`src/rtl/hps_cmd_master.sv`:
```
`default_nettype none
// ============================================================================
// hps_cmd_master : host-side HPS command bus initiator (status/joystick/file)
// Revision 1.0
// ============================================================================
module hps_cmd_master #(
   parameter int          STROBE_GAP = 2,
   parameter int          XACT_GAP   = 4,
   parameter logic [15:0] CMD_STATUS = 16'h001E,
   parameter logic [15:0] CMD_JOY0   = 16'h0002,
   parameter logic [15:0] CMD_JOY1   = 16'h0003,
   parameter logic [15:0] CMD_FIDX   = 16'h0055,
   parameter logic [15:0] CMD_FTX    = 16'h0053,
   parameter logic [15:0] CMD_FDAT   = 16'h0054
) (
   input  logic        clk_sys,
   input  logic        reset,
   input  logic        req_valid,
   output logic        req_ready,
   input  logic [1:0]  req_type,
   input  logic [63:0] req_data,
   input  logic        dl_valid,
   output logic        dl_ready,
   input  logic [7:0]  dl_data,
   input  logic        dl_last,
   output logic        io_enable,
   output logic        io_strobe,
   output logic [15:0] io_din,
   input  logic        io_wait,
   output logic        busy
);

   localparam logic [3:0] S_IDLE      = 4'd0;
   localparam logic [3:0] S_OPEN      = 4'd1;
   localparam logic [3:0] S_CMD       = 4'd2;
   localparam logic [3:0] S_DATA      = 4'd3;
   localparam logic [3:0] S_GAP       = 4'd4;
   localparam logic [3:0] S_DL_IDX    = 4'd5;
   localparam logic [3:0] S_DL_START  = 4'd6;
   localparam logic [3:0] S_DL_STREAM = 4'd7;
   localparam logic [3:0] S_DL_END    = 4'd8;

   localparam int SG_W = $clog2(STROBE_GAP + 1);
   localparam int XG_W = $clog2(XACT_GAP + 1);

   logic [3:0]      state_q, state_d;
   logic            req_ready_q, req_ready_d;
   logic            busy_q, busy_d;
   logic            io_enable_q, io_enable_d;
   logic            io_strobe_q, io_strobe_d;
   logic [15:0]     io_din_q, io_din_d;
   logic [1:0]      type_q, type_d;
   logic [63:0]     data_q, data_d;
   logic [1:0]      word_idx_q, word_idx_d;
   logic [1:0]      frame_q, frame_d;
   logic [SG_W-1:0] sgap_q, sgap_d;
   logic [XG_W-1:0] xgap_q, xgap_d;
   logic [7:0]      lo_byte_q, lo_byte_d;
   logic            have_lo_q, have_lo_d;
   logic            full_q, full_d;
   logic [15:0]     pack_q, pack_d;
   logic            pack_last_q, pack_last_d;

   logic            w_can_strobe;
   logic            w_dl_ready;
   logic [15:0]     w_cmd_word;
   logic [15:0]     w_data_word;
   logic            issue;
   logic [15:0]     issue_word;
   logic            to_gap;

   // io_wait is sampled here, one cycle ahead of the registered strobe.
   assign w_can_strobe = (sgap_q == '0) && !io_wait;
   assign w_dl_ready   = (state_q == S_DL_STREAM) && !full_q;
   assign w_data_word  = data_q[{word_idx_q, 4'b0000} +: 16];

   always_comb begin
      w_cmd_word = CMD_STATUS;
      case (type_q)
         2'd0:    w_cmd_word = CMD_STATUS;
         2'd1:    w_cmd_word = CMD_JOY0;
         2'd2:    w_cmd_word = CMD_JOY1;
         default: begin
            case (frame_q)
               2'd0:    w_cmd_word = CMD_FIDX;
               2'd2:    w_cmd_word = CMD_FDAT;
               default: w_cmd_word = CMD_FTX;
            endcase
         end
      endcase
   end

   always_comb begin
      state_d     = state_q;
      io_enable_d = io_enable_q;
      io_strobe_d = 1'b0;
      io_din_d    = io_din_q;
      type_d      = type_q;
      data_d      = data_q;
      word_idx_d  = word_idx_q;
      frame_d     = frame_q;
      sgap_d      = sgap_q;
      xgap_d      = xgap_q;
      lo_byte_d   = lo_byte_q;
      have_lo_d   = have_lo_q;
      full_d      = full_q;
      pack_d      = pack_q;
      pack_last_d = pack_last_q;
      issue       = 1'b0;
      issue_word  = io_din_q;
      to_gap      = 1'b0;

      if (sgap_q != '0) begin
         sgap_d = sgap_q - 1'b1;
      end

      case (state_q)
         S_IDLE: begin
            if (req_ready_q && req_valid) begin
               type_d      = req_type;
               data_d      = req_data;
               frame_d     = 2'd0;
               io_enable_d = 1'b1;
               state_d     = S_OPEN;
            end
         end
         S_OPEN: begin
            state_d = S_CMD;
         end
         S_CMD: begin
            if (w_can_strobe) begin
               issue      = 1'b1;
               issue_word = w_cmd_word;
               word_idx_d = 2'd0;
               if (type_q != 2'd3) begin
                  state_d = S_DATA;
               end else begin
                  case (frame_q)
                     2'd0: state_d = S_DL_IDX;
                     2'd1: state_d = S_DL_START;
                     2'd2: begin
                        state_d     = S_DL_STREAM;
                        have_lo_d   = 1'b0;
                        full_d      = 1'b0;
                        pack_last_d = 1'b0;
                     end
                     default: state_d = S_DL_END;
                  endcase
               end
            end
         end
         S_DATA: begin
            if (w_can_strobe) begin
               issue      = 1'b1;
               issue_word = w_data_word;
               if ((type_q != 2'd0) || (word_idx_q == 2'd3)) begin
                  to_gap = 1'b1;
               end else begin
                  word_idx_d = word_idx_q + 2'd1;
               end
            end
         end
         S_DL_IDX: begin
            if (w_can_strobe) begin
               issue      = 1'b1;
               issue_word = {8'h00, data_q[7:0]};
               to_gap     = 1'b1;
            end
         end
         S_DL_START: begin
            if (w_can_strobe) begin
               issue      = 1'b1;
               issue_word = 16'h00FF;
               to_gap     = 1'b1;
            end
         end
         S_DL_STREAM: begin
            if (full_q) begin
               if (w_can_strobe) begin
                  issue      = 1'b1;
                  issue_word = pack_q;
                  full_d     = 1'b0;
                  to_gap     = pack_last_q;
               end
            end else if (dl_valid) begin
               // Little-endian packing; a lone final byte is sent zero-extended.
               if (have_lo_q) begin
                  pack_d      = {dl_data, lo_byte_q};
                  full_d      = 1'b1;
                  pack_last_d = dl_last;
                  have_lo_d   = 1'b0;
               end else if (dl_last) begin
                  pack_d      = {8'h00, dl_data};
                  full_d      = 1'b1;
                  pack_last_d = 1'b1;
               end else begin
                  lo_byte_d = dl_data;
                  have_lo_d = 1'b1;
               end
            end
         end
         S_DL_END: begin
            if (w_can_strobe) begin
               issue      = 1'b1;
               issue_word = 16'h0000;
               to_gap     = 1'b1;
            end
         end
         S_GAP: begin
            io_enable_d = 1'b0;
            if (xgap_q != '0) begin
               xgap_d = xgap_q - 1'b1;
            end else if ((type_q == 2'd3) && (frame_q != 2'd3)) begin
               frame_d     = frame_q + 2'd1;
               io_enable_d = 1'b1;
               state_d     = S_OPEN;
            end else begin
               state_d = S_IDLE;
            end
         end
         default: begin
            state_d     = S_IDLE;
            io_enable_d = 1'b0;
         end
      endcase

      // The GAP state begins on the final strobe cycle, so io_enable falls right after it.
      if (to_gap) begin
         state_d = S_GAP;
         xgap_d  = XG_W'(XACT_GAP);
      end

      if (issue) begin
         io_strobe_d = 1'b1;
         io_din_d    = issue_word;
         sgap_d      = SG_W'(STROBE_GAP);
      end

      req_ready_d = (state_d == S_IDLE);
      busy_d      = (state_d != S_IDLE);
   end

   always_ff @(posedge clk_sys) begin
      if (reset) begin
         state_q     <= S_IDLE;
         req_ready_q <= 1'b0;
         busy_q      <= 1'b0;
         io_enable_q <= 1'b0;
         io_strobe_q <= 1'b0;
         io_din_q    <= 16'h0000;
         type_q      <= 2'd0;
         data_q      <= 64'd0;
         word_idx_q  <= 2'd0;
         frame_q     <= 2'd0;
         sgap_q      <= '0;
         xgap_q      <= '0;
         lo_byte_q   <= 8'h00;
         have_lo_q   <= 1'b0;
         full_q      <= 1'b0;
         pack_q      <= 16'h0000;
         pack_last_q <= 1'b0;
      end else begin
         state_q     <= state_d;
         req_ready_q <= req_ready_d;
         busy_q      <= busy_d;
         io_enable_q <= io_enable_d;
         io_strobe_q <= io_strobe_d;
         io_din_q    <= io_din_d;
         type_q      <= type_d;
         data_q      <= data_d;
         word_idx_q  <= word_idx_d;
         frame_q     <= frame_d;
         sgap_q      <= sgap_d;
         xgap_q      <= xgap_d;
         lo_byte_q   <= lo_byte_d;
         have_lo_q   <= have_lo_d;
         full_q      <= full_d;
         pack_q      <= pack_d;
         pack_last_q <= pack_last_d;
      end
   end

   assign req_ready = req_ready_q;
   assign busy      = busy_q;
   assign io_enable = io_enable_q;
   assign io_strobe = io_strobe_q;
   assign io_din    = io_din_q;
   assign dl_ready  = w_dl_ready;

endmodule
`default_nettype wire

```
`config.mk`:
```
export PLATFORM = sky130hd
export DESIGN_NAME = hps_cmd_master
export DESIGN_NICKNAME = d
export VERILOG_FILES = /design/src/rtl/hps_cmd_master.sv
export SDC_FILE = /design/constraint.sdc
export NUM_CORES = 1
export LEC_CHECK = 0
export BUFFER_PORTS_ARGS = -buffer_cell sky130_fd_sc_hd__buf_2
export CORE_AREA = 2 2 172 140
export DETAILED_ROUTE_END_ITERATION = 8
export DIE_AREA = 0 0 174 142
export HOLD_SLACK_MARGIN = 0.08
export PLACE_DENSITY_LB_ADDON = 0.12
export SLEW_MARGIN = 20
export SYNTH_ARGS = -nofsm -noshare
export SYNTH_HDL_FRONTEND = slang
export SYNTH_SLANG_ARGS = --single-unit
```
`constraint.sdc`:
```
create_clock -name clk_sys -period 2.73 [get_ports clk_sys]
set_input_delay 0.4095 -clock clk_sys [delete_from_list [all_inputs] [get_ports clk_sys]]
set_output_delay 0.4095 -clock clk_sys [all_outputs]
set_load 0.02 [all_outputs]
```
[Word-level counts from Yosys, hierarchy flattened]
Index checks and enable logic that the tools add are counted.
W data, S select, Z words.
Word-level totals
  flip-flop bits (word level): 126
  bits of input ports: 80
  ROM bits: 0
  memories: 0
  output and inout port bits: 21
  latch bits: 0
  logic and storage cells: 167
  bits in writable memories: 0
Operators by class
  $lt $le $gt $ge: 0
  multiplexer cells: 65
  reductions and logical operators: 42
  div/mod/pow operators: 0
  equal/unequal tests: 32
  multiply operators: 0
  shift operators: 1
  add/subtract/negate cells: 4
  bitwise gates (word level): 4
Operators by type and width (number)
  $mux W16: 9
  $pmux W16 S6: 1
  $shiftx A64 B7 Y16: 1
  $ne A2 B2 Y1 const B: 17
  $mux W1: 27
  $pmux W7 S3: 1
  $mux W4: 5
  $pmux W4 S5: 1
  $reduce_bool A2 Y1: 9
  $eq A4 B3 Y1 const B: 4
  $mux W2: 8
  $reduce_and A4 Y1: 4
  $pmux W4 S3: 1
  $reduce_or A5 Y1: 2
  $mux W3: 3
  $reduce_and A9 Y1: 1
  $eq A2 B2 Y1 const B: 4
  $eq A4 B2 Y1 const B: 2
  $logic_not A4 Y1: 2
  $pmux W1 S2: 4
  $pmux W2 S2: 2
  $reduce_and A2 Y1: 4
  $reduce_and A7 Y1: 1
  $reduce_or A7 Y1: 1
  21 further kinds: 34

[Depth between registers and ports, before layout]
  word-level depth: 7
  depth in mapped cells: 8
  depth with buffers taken out: 7

[Worst setup path after synthesis]
No wires, ideal clock.
  path type: register -> register
  start point: register type_q[1]
  end point: register busy_q, in the netlist busy
  stages on the path, launching flop included: 7
  period minus slack after synthesis: 1.822 ns
  data arrival time: 1.694 ns
  path slack: 0.908 ns
  data required time: 2.603 ns
  path buffers: 0
  cells stage by stage: dfxtp_1 ha_1 or4b_1 o31a_1 a21oi_1 nand4_1 nor2b_1
On the way
  word-level cells in the longest chain between the ends: 7
RTL lines
  start: declaration: RTL line 52  | logic [1:0] type_q, type_d;
  start signal: assignment: RTL line 269  | type_q <= type_d;
  $eq A2 B2 Y1 or $reduce_bool A2 Y1 (tied branches): RTL line 213, 156
  $logic_and A1 B1 Y1 or $logic_or A1 B1 Y1 (tied branches): RTL line 213, 156
  $mux W1, on equally long branches: RTL line 213, 156
  $mux W4 or $mux W1 (tied branches): RTL line 211, 153
  $pmux W4 S5 or $pmux W1 S3 (tied branches): RTL line 117  | case (state_q)
  $mux W4 *: RTL line 228  | if (to_gap) begin
  $reduce_bool A4 Y1 *: RTL line 240  | busy_d = (state_d != S_IDLE);
  end signal: assignment: RTL line 265  | busy_q <= busy_d;
  end: declaration: RTL line 48  | logic busy_q, busy_d;
Mark *: on every way between the ends. The rest lies on a longest branch, timed or not.
A chain may end at the register's enable or synchronous reset.

[Worst setup path in the final report]
  start point: register state_q[3]
  end point: output port dl_ready
On the way
  word-level cells in the longest chain between the ends: 2
RTL lines
  start: declaration: RTL line 46  | logic [3:0] state_q, state_d;
  start signal: assignment: RTL line 263  | state_q <= state_d;
  $eq A4 B3 Y1: RTL line 74  | assign w_dl_ready = (state_q == S_DL_STREAM) && !full_q;
  $logic_and A1 B1 Y1: RTL line 74
  end: declaration: RTL line 23  | output logic dl_ready,
Every way passes these cells.

==> flow_summary_export.csv <==
group,metric,value,unit
setup_path,crit_required,2320,ps
drt,routed_wirelength,17600,um
sta,tightestPinTransition,794,ps
floorplanning,core-area,23000,sq um
yosys,ys_seq_area_frac,0.443,
global_routing,grt_pass1_vias,4809,
global_routing,antenna_found_initial,0,
setup_path,cp-end-kind,"output port",
setup_path,crit_buf_inv,2,
yosys,synth_edf_count,0,
sta,hold_viol,0,
place,io_buffers,100,
sta,rsz0062_at_grt,"no",
run_status,outcome,"completed",
final_layout,n_fill_cell,2521,
clock_network,htree_num_levels,4,
global_routing,grt_pass1_wl,27500,um
setup_path,cp.arrival,1930,ps
sta,tns,0,ps
yosys,syn-num-nets,749,
yosys,yosys_warnings,0,
drt,postRouteAntennaNets,0,
setup_path,crit_path_max_fanout,11,
floorplanning,die_area,24700,sq um
drt,wl_per_cell,16.5,um
clock_network,cts.sinks,126,
setup_path,path_cells,"nand2b_1, buf_4, nor3_1, buf_2",
clock_network,clk_path_buf_depth,2,
final_layout,areaGrowthSynthToFinish,24.3,%
clock_network,tritoncts,"built",
sta,period_needed,2340,ps
sta,slew_headroom,0.470,
sta,maxSlewViolCount,0,
floorplanning,initial_core_util,0.247,
yosys,syn_avg_cell_area,8.65,sq um
final_layout,final_nets,836,
yosys,synthCells,658,
yosys,synth_area,5690,sq um
clock_network,cts_resized,0,
global_routing,grt_usage,0.145,
setup_path,cp_top_family,"simple AND/OR/NAND/NOR gates",
drt,vias,4963,
final_layout,diodes,0,
power_and_ir_drop,powerDensity,667,nW/um^2
final_layout,finish.utilization,0.307,
yosys,yosys_most_used_dff,"dfxtp_1",
yosys,ys_seq_elements,126,
clock_network,path_clk_slew,60,ps
floorplanning,dieWidth,174,um
final_layout,fin_area,7080,sq um
yosys,async_reset_ff_frac,0,
setup_path,slowest_stage,"dfxtp_1",
worst_hold_path,hold_class,"in -> reg",
place,hpwl,12800,um
global_routing,grt_max_degree,67,
sta,setup_viol,0,
drt,drc,0,
drt,drt_iter0_drc,348,
final_layout,layout-drive-gt1-share,0.229,
power_and_ir_drop,ir_drop,390,uV
drt,dr.pass1.iters,5,
floorplanning,placementRows,50,
setup_path,crit_type,"reg -> out",
place,placed_area,6490,sq um
floorplanning,ios,101,
clock_network,cts_hold_buf,0,
clock_network,cts-root-buf,"clkbuf_16",
setup_path,startpoint_type,"flop",
place,place_congestion,0.793,
sta,max_freq,427,MHz
global_routing,grt_overflow,0,
setup_path,max_stage_delay,440,ps
power_and_ir_drop,p_leak,2.60,nW
sta,finalCritPeriodShare,0.858,
yosys,synth.distinct_cells,55,
floorplanning,fp.dieH,142,um
drt,viasPerCell,4.64,
clock_network,clk-insertion-delay-late,420,ps
job,drv_cap,0,
sta,finClkSkew,7.85,ps
clock_network,cts_setup_buffers,0,
clock_network,numCtsBuffers,17,
[layout make-up]
cell class                      instances  area [sq um]  area share
Timing Repair Buffer                  117           656      0.0927
Sequential cell                       126          2520       0.356
Clock buffer                           26           509      0.0720
Tap cell                              312           390      0.0552
Inverter                               14          52.6     0.00743
Multi-Input combinational cell        469          2870       0.405
Clock inverter                          5          78.8      0.0111
[metrics by stage]
step,hold slack (ps),worst slack (ps),instances,power [mW]
2_1_floorplan,433,908,658,2.30
3_3_place_gp,440,618,1038,2.49
3_5_place_dp,447,525,1038,2.49
4_1_cts,211,365,1069,4.79
5_1_grt,213,291,1069,4.92
6_report,231,389,1069,4.72
[synth_stat cells, drive strengths merged (2+ instances only)]
| master | count | area share |
|---|---|---|
| nand2 | 146 | 0.096 |
| dfxtp | 126 | 0.44 |
| a21oi | 93 | 0.082 |
| nor2 | 53 | 0.035 |
| buf | 25 | 0.029 |
| clkbuf | 24 | 0.016 |
| nor3 | 18 | 0.018 |
| mux2i | 17 | 0.030 |
| mux4 | 16 | 0.063 |
| a22oi | 14 | 0.018 |
| inv | 14 | 0.0092 |
| nand2b | 12 | 0.013 |
| ha | 11 | 0.024 |
| a211oi | 10 | 0.013 |
| a221oi | 8 | 0.012 |
| o21ai | 8 | 0.0077 |
| o32ai | 6 | 0.0092 |
| and2 | 5 | 0.0055 |
| nor2b | 5 | 0.0055 |
| o22ai | 5 | 0.0055 |
| nand4 | 4 | 0.0044 |
| a311oi | 3 | 0.0046 |
| nor3b | 3 | 0.0048 |
| o31a | 3 | 0.0048 |
| a41oi | 2 | 0.0031 |
| and3 | 2 | 0.0022 |
| o21bai | 2 | 0.0026 |
| or2 | 2 | 0.0022 |
| or3 | 2 | 0.0022 |
| or3b | 2 | 0.0031 |
| or4b | 2 | 0.0035 |
[per-layer routing]
layer | vias to the layer above | part of all wire | track usage | wire, um
met5 | - | 0 | 0 | 0
met4 | 0 | 0.0044 | 0.0385 | 78
met3 | 4 | 0.049 | 0.0377 | 855
met2 | 119 | 0.41 | 0.199 | 7180
met1 | 2370 | 0.54 | 0.220 | 9480
li1 | 2470 | - | - | -
[state kept, by name (all words and copies together) (netlist names)]
register,flops
busy,1
data_q,64
frame_q,2
full_q,1
have_lo_q,1
io_din,16
io_enable,1
io_strobe,1
lo_byte_q,8
pack_last_q,1
pack_q,16
req_ready,1
sgap_q,2
state_q,4
type_q,2
word_idx_q,2
xgap_q,3
[tightest hold or removal path, stage by stage]
cell	delay, ps
buf_2	90
nand2_1	40
a21oi_1	50
[cell usage in the layout, fill, tap and decap left out, types with 2 or more instances in the layout]
| master | Yosys | final |
|---|---|---|
| a211oi_1 | 10 | 10 |
| mux4_2 | 16 | 16 |
| a22oi_1 | 14 | 14 |
| clkinv_2 | 0 | 2 |
| or2_2 | 2 | 2 |
| nand2b_1 | 12 | 12 |
| o22ai_1 | 5 | 5 |
| a311oi_1 | 3 | 3 |
| o32ai_1 | 6 | 6 |
| o21ai_0 | 6 | 6 |
| clkbuf_16 | 0 | 17 |
| buf_4 | 10 | 16 |
| clkbuf_8 | 0 | 5 |
| a21oi_1 | 92 | 92 |
| bufinv_16 | 0 | 2 |
| ha_1 | 11 | 11 |
| nor2b_1 | 5 | 5 |
| buf_2 | 13 | 99 |
| or3_1 | 2 | 2 |
| nor3b_1 | 2 | 2 |
| clkbuf_1 | 24 | 4 |
| o31a_1 | 2 | 2 |
| inv_1 | 14 | 14 |
| nor3_1 | 17 | 17 |
| and2_1 | 5 | 5 |
| buf_12 | 0 | 2 |
| a221oi_1 | 8 | 8 |
| nand4_1 | 4 | 4 |
| dfxtp_1 | 126 | 126 |
| mux2i_1 | 17 | 17 |
| a41oi_1 | 2 | 2 |
| and3_1 | 2 | 2 |
| or4b_1 | 2 | 2 |
| o21bai_1 | 2 | 2 |
| nand2_1 | 146 | 146 |
| nor2_1 | 53 | 53 |
[kinds of logic (layout without fill, tap and decap cells)]
kind of cell / Yosys count / after routing / share of synthesized area
xor gates and xnor gates: 2 / 2 / 0.00308
muxes: 33 / 33 / 0.0932
buffers and inverters: 63 / 162 / 0.0536
AOI/OAI and AO/OA: 162 / 162 / 0.177
and+or+nand+nor: 261 / 261 / 0.206
adders and majority gates: 11 / 11 / 0.0242
DFF: 126 / 126 / 0.443
[final timing paths]
path	cells past startpoint	from	to	slack [ps]
max	4	state_q[3]$_SDFF_PP0_	dl_ready	390
max reg2reg	5	state_q[3]$_SDFF_PP0_	state_q[3]$_SDFF_PP0_	510
min reg2reg	2	data_q[23]$_SDFFE_PP0P_	data_q[23]$_SDFFE_PP0P_	450
min	3	req_data[11]	data_q[11]$_SDFFE_PP0P_	230
[power breakdown]
part / switching [mW] / internal (mW) / total [mW]
combinational: 0.291 / 0.181 / 0.472
sequential: 0.0533 / 1.92 / 1.98
clock: 0.814 / 1.46 / 2.27
total: 1.16 / 3.56 / 4.72
(Power assumes the default switching activity.)
